### config.mk
export PLATFORM = sky130hd
export DESIGN_NAME = fram_arbiter_flat
export DESIGN_NICKNAME = d
export VERILOG_FILES = /design/src/rtl/fram_pkg.sv /design/src/rtl/fram_arbiter_if.sv /design/src/rtl/fram_rr_pick.sv /design/src/rtl/fram_arbiter.sv /design/src/flat_wrapper.sv
export SDC_FILE = /design/constraint.sdc
export NUM_CORES = 1
export LEC_CHECK = 0
export CAP_MARGIN = 20
export CORE_UTILIZATION = 47
export CTS_CLUSTER_SIZE = 30
export DETAILED_ROUTE_END_ITERATION = 6
export GPL_TIMING_DRIVEN = 0
export HOLD_SLACK_MARGIN = 0.02
export MAX_ROUTING_LAYER = met4
export PLACE_DENSITY = 0.84
export SLEW_MARGIN = 20
export SYNTH_ARGS = -nofsm -noshare
export SYNTH_HDL_FRONTEND = slang
export SYNTH_SLANG_ARGS = --single-unit
### constraint.sdc
create_clock -name clk -period 4.3 [get_ports clk]
set_clock_uncertainty 0.1 [all_clocks]
set_input_delay 0.86 -clock clk [delete_from_list [all_inputs] [get_ports clk]]
set_output_delay 0.86 -clock clk [all_outputs]
set_load 0.05 [all_outputs]
### src/rtl/fram_pkg.sv
// fram_pkg: shared FSM state, id type and default widths for the FRAM arbiter
package fram_pkg;
  localparam int DEF_ADDR_W = 9;
  localparam int DEF_WORD_W = 27;
  typedef logic id_t;
  typedef enum logic [2:0] {IDLE, GRANT, ISSUE, WAIT_DONE, RESPOND} state_t;
endpackage

### src/rtl/fram_arbiter_if.sv
// fram_arbiter_if: requester, engine and status signals around the FRAM arbiter
interface fram_arbiter_if import fram_pkg::*; #(
  parameter int ADDR_W = DEF_ADDR_W,
  parameter int WORD_W = DEF_WORD_W
);
  logic r0_req, r1_req, r0_we, r1_we;
  logic [ADDR_W-1:0] r0_addr, r1_addr;
  logic [WORD_W-1:0] r0_wdata, r1_wdata;
  logic r0_gnt, r1_gnt, r0_done, r1_done;
  logic [WORD_W-1:0] r0_rdata, r1_rdata;
  logic eng_start, eng_we;
  logic [ADDR_W-1:0] eng_addr;
  logic [WORD_W-1:0] eng_wdata;
  logic eng_busy, eng_done;
  logic [WORD_W-1:0] eng_rdata;
  logic err_timeout;
  id_t active_id;
  modport slave (
    input r0_req, r1_req, r0_we, r1_we, r0_addr, r1_addr, r0_wdata, r1_wdata,
    input eng_busy, eng_done, eng_rdata,
    output r0_gnt, r1_gnt, r0_done, r1_done, r0_rdata, r1_rdata,
    output eng_start, eng_we, eng_addr, eng_wdata, err_timeout, active_id
  );
  modport master (
    output r0_req, r1_req, r0_we, r1_we, r0_addr, r1_addr, r0_wdata, r1_wdata,
    output eng_busy, eng_done, eng_rdata,
    input r0_gnt, r1_gnt, r0_done, r1_done, r0_rdata, r1_rdata,
    input eng_start, eng_we, eng_addr, eng_wdata, err_timeout, active_id
  );
endinterface

### src/rtl/fram_rr_pick.sv
// fram_rr_pick: two-way round-robin winner selection against the last served port
module fram_rr_pick import fram_pkg::*; (
  input  logic [1:0] req,
  input  id_t        last_id,
  output id_t        win_id,
  output logic       any_req
);
  assign win_id  = &req ? ~last_id : req[1];
  assign any_req = |req;
endmodule

### src/rtl/fram_arbiter.sv
// fram_arbiter: two-port round-robin arbiter issuing one command at a time to a FRAM engine
module fram_arbiter import fram_pkg::*; #(
  parameter int ADDR_W      = DEF_ADDR_W,
  parameter int WORD_W      = DEF_WORD_W,
  parameter int TIMEOUT_CYC = 255
) (
  input logic           clk,
  input logic           rst_n,
  fram_arbiter_if.slave bus
);
  localparam int CNT_W = TIMEOUT_CYC > 255 ? $clog2(TIMEOUT_CYC + 1) : 8;
  state_t state, state_nx;
  id_t last_id, win_id;
  logic any_req, timed_out, fin, take, sel_we;
  logic [CNT_W-1:0] cnt;
  logic [ADDR_W-1:0] sel_addr;
  logic [WORD_W-1:0] sel_wdata, rd_val;

  fram_rr_pick u_pick (
    .req     ({bus.r1_req, bus.r0_req}),
    .last_id (last_id),
    .win_id  (win_id),
    .any_req (any_req)
  );

  assign sel_we    = win_id ? bus.r1_we : bus.r0_we;
  assign sel_addr  = win_id ? bus.r1_addr : bus.r0_addr;
  assign sel_wdata = win_id ? bus.r1_wdata : bus.r0_wdata;
  assign timed_out = cnt == CNT_W'(TIMEOUT_CYC);
  assign take      = state == IDLE && any_req;
  // a completion on the very cycle the counter expires still counts as completion
  assign fin       = state == WAIT_DONE && (bus.eng_done || timed_out);
  assign rd_val    = bus.eng_done ? bus.eng_rdata : '0;

  always_ff @(posedge clk) state <= rst_n ? state_nx : IDLE;

  always_comb begin
    state_nx = state;
    case (state)
      IDLE:      state_nx = any_req ? GRANT : IDLE;
      GRANT:     state_nx = ISSUE;
      ISSUE:     state_nx = bus.eng_busy ? ISSUE : WAIT_DONE;
      WAIT_DONE: state_nx = fin ? RESPOND : WAIT_DONE;
      RESPOND:   state_nx = IDLE;
      default:   state_nx = IDLE;
    endcase
  end

  always_ff @(posedge clk) begin
    if (!rst_n) begin
      bus.r0_gnt      <= 1'b0;
      bus.r1_gnt      <= 1'b0;
      bus.r0_done     <= 1'b0;
      bus.r1_done     <= 1'b0;
      bus.r0_rdata    <= '0;
      bus.r1_rdata    <= '0;
      bus.eng_start   <= 1'b0;
      bus.eng_we      <= 1'b0;
      bus.eng_addr    <= '0;
      bus.eng_wdata   <= '0;
      bus.err_timeout <= 1'b0;
      bus.active_id   <= 1'b0;
      last_id         <= 1'b1;
      cnt             <= '0;
    end else begin
      bus.r0_gnt    <= take && !win_id;
      bus.r1_gnt    <= take && win_id;
      bus.eng_start <= state == ISSUE && !bus.eng_busy;
      bus.r0_done   <= fin && !bus.active_id;
      bus.r1_done   <= fin && bus.active_id;
      cnt           <= state == WAIT_DONE ? cnt + 1'b1 : '0;
      if (take) begin
        bus.active_id   <= win_id;
        bus.eng_we      <= sel_we;
        bus.eng_addr    <= sel_addr;
        bus.eng_wdata   <= sel_wdata;
        bus.err_timeout <= 1'b0;
      end
      if (fin) bus.err_timeout <= !bus.eng_done;
      if (fin && !bus.eng_we && !bus.active_id) bus.r0_rdata <= rd_val;
      if (fin && !bus.eng_we && bus.active_id) bus.r1_rdata <= rd_val;
      if (state == RESPOND) last_id <= bus.active_id;
    end
  end
endmodule

### src/flat_wrapper.sv
// flat-port wrapper written by rule: the top's interface ports become plain ports
module fram_arbiter_flat import fram_pkg::*;
#(
  parameter int ADDR_W      = DEF_ADDR_W,
  parameter int WORD_W      = DEF_WORD_W,
  parameter int TIMEOUT_CYC = 255
)
  (clk, rst_n, bus_r0_req, bus_r1_req, bus_r0_we, bus_r1_we, bus_r0_addr, bus_r1_addr, bus_r0_wdata, bus_r1_wdata, bus_eng_busy, bus_eng_done, bus_eng_rdata, bus_r0_gnt, bus_r1_gnt, bus_r0_done, bus_r1_done, bus_r0_rdata, bus_r1_rdata, bus_eng_start, bus_eng_we, bus_eng_addr, bus_eng_wdata, bus_err_timeout, bus_active_id);
  fram_arbiter_if #(.ADDR_W(ADDR_W), .WORD_W(WORD_W)) bus_i ();
  input logic clk;
  input logic rst_n;
  input wire logic [$bits(bus_i.r0_req)-1:0] bus_r0_req;
  input wire logic [$bits(bus_i.r1_req)-1:0] bus_r1_req;
  input wire logic [$bits(bus_i.r0_we)-1:0] bus_r0_we;
  input wire logic [$bits(bus_i.r1_we)-1:0] bus_r1_we;
  input wire logic [$bits(bus_i.r0_addr)-1:0] bus_r0_addr;
  input wire logic [$bits(bus_i.r1_addr)-1:0] bus_r1_addr;
  input wire logic [$bits(bus_i.r0_wdata)-1:0] bus_r0_wdata;
  input wire logic [$bits(bus_i.r1_wdata)-1:0] bus_r1_wdata;
  input wire logic [$bits(bus_i.eng_busy)-1:0] bus_eng_busy;
  input wire logic [$bits(bus_i.eng_done)-1:0] bus_eng_done;
  input wire logic [$bits(bus_i.eng_rdata)-1:0] bus_eng_rdata;
  output wire logic [$bits(bus_i.r0_gnt)-1:0] bus_r0_gnt;
  output wire logic [$bits(bus_i.r1_gnt)-1:0] bus_r1_gnt;
  output wire logic [$bits(bus_i.r0_done)-1:0] bus_r0_done;
  output wire logic [$bits(bus_i.r1_done)-1:0] bus_r1_done;
  output wire logic [$bits(bus_i.r0_rdata)-1:0] bus_r0_rdata;
  output wire logic [$bits(bus_i.r1_rdata)-1:0] bus_r1_rdata;
  output wire logic [$bits(bus_i.eng_start)-1:0] bus_eng_start;
  output wire logic [$bits(bus_i.eng_we)-1:0] bus_eng_we;
  output wire logic [$bits(bus_i.eng_addr)-1:0] bus_eng_addr;
  output wire logic [$bits(bus_i.eng_wdata)-1:0] bus_eng_wdata;
  output wire logic [$bits(bus_i.err_timeout)-1:0] bus_err_timeout;
  output wire logic [$bits(bus_i.active_id)-1:0] bus_active_id;
  assign bus_i.r0_req = bus_r0_req;
  assign bus_i.r1_req = bus_r1_req;
  assign bus_i.r0_we = bus_r0_we;
  assign bus_i.r1_we = bus_r1_we;
  assign bus_i.r0_addr = bus_r0_addr;
  assign bus_i.r1_addr = bus_r1_addr;
  assign bus_i.r0_wdata = bus_r0_wdata;
  assign bus_i.r1_wdata = bus_r1_wdata;
  assign bus_i.eng_busy = bus_eng_busy;
  assign bus_i.eng_done = bus_eng_done;
  assign bus_i.eng_rdata = bus_eng_rdata;
  assign bus_r0_gnt = bus_i.r0_gnt;
  assign bus_r1_gnt = bus_i.r1_gnt;
  assign bus_r0_done = bus_i.r0_done;
  assign bus_r1_done = bus_i.r1_done;
  assign bus_r0_rdata = bus_i.r0_rdata;
  assign bus_r1_rdata = bus_i.r1_rdata;
  assign bus_eng_start = bus_i.eng_start;
  assign bus_eng_we = bus_i.eng_we;
  assign bus_eng_addr = bus_i.eng_addr;
  assign bus_eng_wdata = bus_i.eng_wdata;
  assign bus_err_timeout = bus_i.err_timeout;
  assign bus_active_id = bus_i.active_id;
  fram_arbiter #(.ADDR_W(ADDR_W), .WORD_W(WORD_W), .TIMEOUT_CYC(TIMEOUT_CYC)) u_core (.clk(clk), .rst_n(rst_n), .bus(bus_i));
endmodule
==> out/qor.yml, run 1 <==
status: "finished with violations"
violations: "DRC"
area_growth_pct: 46.09
routed_wl_mm: 17.34
fmax_mhz: 384.7
row_count: 38
syn_nets: 745
cts_sinks: 110
ant_nets: 0
synth.ff_latch_count: 110
grt_antenna_before_repair: 0
dr.pass1.iters: 7
dr_total_vias: 5899
drv_slew: 0
worstSetupEndpointType: "output pin"
drc_errors: 2
overflow: 0
boundaryPins: 205
setup_viol: 0
min_path_type: "flop to flop"
gp_congestion: 0.8955
worst_slew_pin_slew_ns: 0.5849
critPathBufInv: 1
wl_per_cell_um: 17.41
holdWs_ns: 0.3824
synth_cells: 637
cp_slowest_cell: "clkdlybuf4s50_1"
core_area_mm2: 0.01084
syn_area_per_cell_um2: 8.204
dieArea_mm2: 0.01155
grt_max_degree: 17
cts_setup_buffers: 0
register_area_mm2: 0.002202
cts_hold_buffers: 0
first_iter_violations: 469
crit_family: "buffers and inverters"
p_per_area_mw_per_mm2: 321.1
path_class: "flop to output pin"
max-slew-margin-rel_pct: 60.88
hold_violations: 0
yosys.area.top_type: "dfxtp_1"
grt_pass1_vias: 5645
fillCellCount: 824
tns_ns: 0
synth_edf_count: 0
leakage_nw: 2.908
post-route-cell-area_mm2: 0.007635
yosysUniqueCellTypes: 40
cap_viol_max_count: 0
synth_top_area_share_pct: 42.14
critPathLaunchType: "flop"
rsz0062_at_grt: "false"
arrival_ns: 1.64
period_minus_slack_ns: 2.599
synth_ff_type: "dfxtp_1"
ys_seq_area_share_pct: 42.14
numCtsBuffers: 9
fin_nets: 959
root_buffer: "clkbuf_8"
synth_area_leaders: "dfxtp_1, a311o_1, o221ai_1"
crit_chain: "clkdlybuf4s50_1"
die_h_um: 107.5
clk_path_buf_depth: 2
clk_pin_slew_worst_paths_ns: 0.10
cpPeakStageDelay_ns: 0.84
fin_crit_sh_pct: 60.45
multi_input_area_mm2: 0.002390
viasPerCell: 5.923
ctsResizeCount: 0
initial_utilization_pct: 48.21
clock_latency_ns: 0.38
path_max_fanout: 3
syn-cell-area_mm2: 0.005226
insertedDiodeCount: 0
yosys_warnings: 0
tritoncts: "built"
dpl.hpwl_mm: 12.98
peakVddDrop_mv: 0.1866
layout-drive-gt1-share_pct: 5.023
die_w_um: 107.5
report.power.total_mw: 2.451
grt_pass1_wl_mm: 26.94
io_buffers: 203
grt_usage_pct: 30.80
async_flop_share_pct: 0
crit_required_ns: 3.34
placed_cell_area_mm2: 0.007433
htreeDepth: 3
per-layer routing:
metal	part of all wire (%)	vias up	GRT usage (%)
met5	0	-	-
met4	2.8	0	14.48
met3	9.1	43	4.964
met2	48	362	50.41
met1	40	2734	37.15
li1	-	2760	-
flip-flops by register name (all words and copies together) (netlist names), 3 cells and up:
register,count
u_core.cnt,8
u_core.bus.r1_rdata,27
u_core.state,3
u_core.bus.r0_rdata,27
u_core.bus.eng_addr,9
u_core.bus.eng_wdata,27
cell usage after synthesis (3+ instances only):
library cell	number
nand2_1	59
nand3_1	32
buf_4	4
clkbuf_1	43
nor2_1	6
o211ai_1	37
buf_2	21
inv_1	79
o21ai_0	4
buf_6	3
a21oi_1	58
dfxtp_1	110
nor3_1	56
a311o_1	54
o221ai_1	37
area by class of cell:
type | count | share of cell area (%)
tap | 140 | 2.294
clock buffer | 13 | 2.081
multi-input combinational | 375 | 31.30
timing repair buffer | 203 | 26.61
clock inverter | 3 | 0.5572
buffer | 73 | 4.425
inverter | 79 | 3.884
sequential | 110 | 28.84
placed cells by master, fill, tap and decap left out, types with 3 or more instances in the layout:
| cell | count |
|---|---|
| o211ai_1 | 37 |
| o21ai_0 | 4 |
| buf_6 | 3 |
| clkbuf_8 | 11 |
| buf_2 | 21 |
| nor3_1 | 56 |
| o221ai_1 | 37 |
| inv_1 | 79 |
| buf_4 | 4 |
| nand3_1 | 32 |
| clkbuf_1 | 45 |
| nand2_1 | 59 |
| a311o_1 | 54 |
| nor2_1 | 6 |
| dfxtp_1 | 110 |
| a21oi_1 | 58 |
| clkdlybuf4s50_1 | 203 |
cell families after synthesis:
| family | count (synthesis) | share of synthesized area (%) |
|---|---|---|
| compound gates | 201 | 29.38 |
| xor+xnor | 3 | 0.5028 |
| fa+ha+maj | 1 | 0.2394 |
| flops | 110 | 42.14 |
| simple gates | 170 | 15.61 |
| buf+inv | 152 | 12.14 |
worst paths after layout:
kind	start	to	slack [ns]	cells past startpoint
max	u_core.bus.active_id	bus_active_id	1.70	1
min	u_core.cnt[0]	u_core.cnt[0]	0.38	1
max reg2reg	u_core.bus.active_id	u_core.bus.r1_rdata[11]	2.38	4
min reg2reg	u_core.cnt[0]	u_core.cnt[0]	0.38	1
power breakdown:
group          switching [mW]  internal, mW  leakage (nW)
Combinational           0.429         0.254          1.91
Clock                   0.348         0.301        0.0996
Sequential             0.0400          1.08         0.895
Total                   0.817          1.63          2.91
per-stage QoR:
| step | setup slack [ns] | utilization [%] | std cells |
|---|---|---|---|
| 4_1_cts | 1.700 | 70.43 | 996 |
| 6_report | 1.701 | 70.43 | 996 |
| 5_1_grt | 1.666 | 70.43 | 996 |
| 3_3_place_gp | 1.587 | 68.57 | 980 |
| 2_1_floorplan | 2.276 | - | 637 |
| 3_5_place_dp | 1.508 | 68.57 | 980 |
No activity file was read; power rests on OpenSTA's default activity.
==> run 2, diff against run 1 <==
- CORE_UTILIZATION: 47 -> 44
- PLACE_DENSITY: 0.84 -> 0.8
- clock period: 4.3 -> 2.6 ns (I/O delays scaled with it)
==> out/qor.yml, run 2 (synthesis results as in run 1) <==
status: "finished with violations"
violations: "DRC"
register_area_mm2: 0.002202
r2r_start: "u_core.bus.active_id"
tns_ns: 0
crit_required_ns: 1.98
pwr-share-seq_pct: 43.0
die_h_um: 111.0
dieArea_mm2: 0.01232
cts_sinks: 110
cap_viol_max_count: 0
fillCellCount: 945
critPathLaunchType: "flop"
dr_total_vias: 5931
die_w_um: 111.0
dpl.hpwl_mm: 13.42
grt_pass1_wl_mm: 28.45
crit_chain: "clkdlybuf4s50_1"
combPwrFrac_pct: 26.3
ant_nets: 0
row_count: 39
clock_latency_ns: 0.35
max-slew-margin-rel_pct: 61.90
final_common_cell: "clkdlybuf4s50_1"
tritoncts: "built"
viasPerCell: 5.937
drc_errors: 24
clk_pin_slew_worst_paths_ns: 0.07
ff2ff_path_depth: 4
fin_nets: 959
min_from: "u_core.cnt[0]"
holdWs_ns: 0.3608
switchingPower_mw: 1.426
cts_hold_buffers: 0
internal_power_mw: 2.879
gp_congestion: 0.8896
peakVddDrop_mv: 0.3300
rsz0062_at_grt: "false"
overflow: 0
clockPowerShare_pct: 30.7
reg2reg_to: "u_core.bus.r1_rdata[8]"
insertedDiodeCount: 0
p_per_area_mw_per_mm2: 558.0
wl_per_cell_um: 17.93
drv_slew: 0
worstSetupEndpointType: "output pin"
first_iter_violations: 607
htreeDepth: 3
min_path_type: "flop to flop"
post-route-util_pct: 66.99
root_buffer: "clkbuf_16"
grt_max_degree: 18
grt_pass1_vias: 5825
grt_antenna_before_repair: 0
ctsResizeCount: 0
initial_utilization_pct: 45.38
swShare_pct: 33.11
critPathBufInv: 1
cp_slowest_cell: "clkdlybuf4s50_1"
top_regs: "u_core.bus.eng_wdata: 27 flops, u_core.bus.r0_rdata: 27 flops, u_core.bus.r1_rdata: 27 flops"
cpPeakStageDelay_ns: 0.85
min_delay_path_depth: 1
final_cell_mix: "clkdlybuf4s50_1, dfxtp_1, inv_1"
path_max_fanout: 2
numCtsBuffers: 9
area_growth_pct: 47.62
boundaryPins: 205
cts_setup_buffers: 0
fin_crit_sh_pct: 85.51
path_class: "flop to output pin"
core_area_mm2: 0.01152
crit_family: "buffers and inverters"
clk_path_buf_depth: 2
routed_wl_mm: 17.91
grt_usage_pct: 29.82
io_buffers: 203
hold_path_end: "u_core.cnt[0]"
worst_slew_pin_slew_ns: 0.5697
multi_input_area_mm2: 0.002390
period_minus_slack_ns: 2.223
dr.pass1.iters: 7
hold_violations: 0
setup_viol: 0
r2r_slack_ns: 0.63
fmax_mhz: 449.8
arrival_ns: 1.60
leakage_nw: 2.932
layout-drive-gt1-share_pct: 5.140
-- run 2: changes by cell type in the layout (fill, tap and decap cells not counted) --
| cell | before | now |
|---|---|---|
| clkbuf_16 | 0 | 9 |
| bufinv_16 | 1 | 0 |
| clkbuf_1 | 45 | 44 |
| clkbuf_8 | 11 | 1 |
| clkinvlp_4 | 1 | 4 |
-- run 2: through the flow --
step           cells  area [um2]  power [mW]  setup slack, ns
3_3_place_gp     983        7437       2.987           0.2291
6_report         999        7715       4.305           0.3769
5_1_grt          999        7715       4.456           0.3378
3_5_place_dp     983        7437       3.007           0.1681
4_1_cts          999        7715       4.303           0.3695
2_1_floorplan    637        5226       2.530           0.7850
-- run 2: layer usage --
layer  global-route usage (%)  part of all wire [%]  vias up
met4                    13.79                   3.0        0
met2                    50.57                    48      323
met5                        -                     0        -
met3                    5.577                   8.2       42
li1                         -                     -     2765
met1                    34.09                    40     2801
-- run 2: worst register-to-register path, cell delays in order (launching register included) --
cell      delay, ns
dfxtp_1        0.40
clkbuf_1       0.43
clkbuf_1       0.48
a21oi_1        0.14
a311o_1        0.31
-- run 2: layout make-up --
type	instances	area share (%)
timing repair buffer	203	26.34
sequential	110	28.54
tap	143	2.319
inverter	79	3.844
buffer	73	4.379
clock buffer	11	3.146
multi-input combinational	375	30.98
clock inverter	5	0.4541
-- run 2: worst max-delay path by stage --
stage / start / to / slack, ns / cells past startpoint
after CTS: u_core.bus.err_timeout / bus_err_timeout / 0.37 / 1
after detailed placement: bus_eng_done / u_core.bus.r0_rdata[23] / 0.17 / 6
after global placement: bus_eng_done / u_core.bus.r0_rdata[23] / 0.23 / 6
after floorplan: u_core.bus.eng_we / u_core.bus.r0_rdata[10] / 0.78 / 5
final: u_core.bus.err_timeout / bus_err_timeout / 0.38 / 1
after global routing: u_core.bus.err_timeout / bus_err_timeout / 0.34 / 1
-- run 2: power groups by stage --
stage | registers [mW] | clock network, mW | logic [mW]
after floorplan | 2.19 | 0 | 0.336
after global placement | 1.88 | 0 | 1.11
after detailed placement | 1.89 | 0 | 1.12
after CTS | 1.85 | 1.33 | 1.13
after global routing | 1.86 | 1.40 | 1.19
final | 1.85 | 1.32 | 1.13
==> run 3, diff against run 2 <==
- CELL_PAD_IN_SITES_DETAIL_PLACEMENT: default -> 0
- CELL_PAD_IN_SITES_GLOBAL_PLACEMENT: default -> 2
- CORE_UTILIZATION: 44 -> 24
- PLACE_DENSITY: 0.8 -> 0.79
==> out/qor.yml, run 3 (synthesis results as in run 1) <==
status: "finished clean"
worst_slack_ns: 0.3452
drv_slew: 0
final_cell_mix: "clkdlybuf4s50_1, dfxtp_1, inv_1"
peakVddDrop_mv: 0.4368
wl_per_cell_um: 17.20
gp_congestion: 0.7803
initial_utilization_pct: 24.71
row_count: 53
path_max_fanout: 3
cp_slowest_cell: "clkdlybuf4s50_1"
post-route-util_pct: 37.30
min_path_type: "flop to flop"
final_common_cell: "clkdlybuf4s50_1"
dr_total_vias: 5597
dieArea_mm2: 0.02237
clock_latency_ns: 0.36
period_minus_slack_ns: 2.255
hold_violations: 0
cpPeakStageDelay_ns: 0.84
cap_viol_max_count: 0
io_buffers: 203
critPathBufInv: 1
area_growth_pct: 50.97
dp_cells: 1115
grt_pass1_vias: 5349
grt_max_degree: 21
htreeDepth: 3
cts_setup_buffers: 0
internal_power_mw: 2.875
ctsResizeCount: 0
first_iter_violations: 363
numCtsBuffers: 9
switchingPower_mw: 1.500
post-route-cell-area_mm2: 0.007890
rsz0062_at_grt: "false"
tns_ns: 0
clockPowerShare_pct: 31.7
overflow: 0
p_per_area_mw_per_mm2: 554.5
clk_path_buf_depth: 2
worstSetupEndpointType: "output pin"
fin_crit_sh_pct: 86.72
cts_sinks: 110
die_h_um: 149.6
dr.pass1.iters: 5
r2r_slack_ns: 0.58
drc_errors: 0
routed_wl_mm: 19.45
path_class: "flop to output pin"
fin_nets: 959
placed_cell_area_mm2: 0.007602
grt_pass1_wl_mm: 29.81
crit_required_ns: 1.98
combPwrFrac_pct: 26.1
ant_nets: 0
tritoncts: "built"
pwr-share-seq_pct: 42.2
cts_hold_buffers: 0
clk_pin_slew_worst_paths_ns: 0.08
leakage_nw: 2.947
die_w_um: 149.6
core_area_mm2: 0.02115
dp_slack_ns: 0.1838
report.power.total_mw: 4.375
boundaryPins: 205
holdWs_ns: 0.3718
arrival_ns: 1.63
crit_family: "buffers and inverters"
root_buffer: "clkbuf_16"
top_regs: "u_core.bus.eng_wdata: 27 flops, u_core.bus.r0_rdata: 27 flops, u_core.bus.r1_rdata: 27 flops"
crit_chain: "clkdlybuf4s50_1"
max-slew-margin-rel_pct: 59.51
fmax_mhz: 443.5
insertedDiodeCount: 0
swShare_pct: 34.28
layout.cells.non_filler: 1131
grt_usage_pct: 17.94
viasPerCell: 4.949
dpl.hpwl_mm: 14.59
layout-drive-gt1-share_pct: 5.257
grt_antenna_before_repair: 0
setup_viol: 0
worst_slew_pin_slew_ns: 0.6054
critPathLaunchType: "flop"
==> run 3: changes by cell type in the layout (fill, tap and decap cells not counted), sizes merged <==
cell      previous run  this run
clkinv               1         2
clkbuf              54        52
inv                 79        83
clkinvlp             4         1
==> run 3: power groups by stage <==
stage | Combinational, mW | Sequential [mW] | Clock, mW
after global placement | 1.15 | 1.88 | 0
after global routing | 1.22 | 1.86 | 1.51
after detailed placement | 1.15 | 1.88 | 0
final | 1.14 | 1.85 | 1.39
after CTS | 1.15 | 1.85 | 1.45
after floorplan | 0.336 | 2.19 | 0
==> run 3: layer usage <==
metal	wire length (um)	track usage [%]	vias to the layer above	part of all wire [%]
met5	0	-	-	0
met4	206	4.490	0	1.1
met3	1577	4.909	13	8.1
met2	8812	27.66	197	45
met1	8857	23.00	2625	46
li1	-	-	2762	-
==> run 3: cell type report <==
class,instances,area [um2]
fill,2237,13260
tap,275,344.1
clock buffer,9,225.2
multi-input combinational,375,2390
inverter,79,296.5
buffer,73,337.8
sequential,110,2202
timing repair buffer,203,2032
clock inverter,7,62.56
==> run 3: final timing paths <==
check,startpoint,depth (start not counted),end
worst min-delay path,u_core.cnt[0],1,u_core.cnt[0]
worst min register to register,u_core.cnt[0],1,u_core.cnt[0]
worst max register to register,u_core.bus.active_id,4,u_core.bus.r0_rdata[25]
worst max-delay path,u_core.bus.active_id,1,bus_active_id
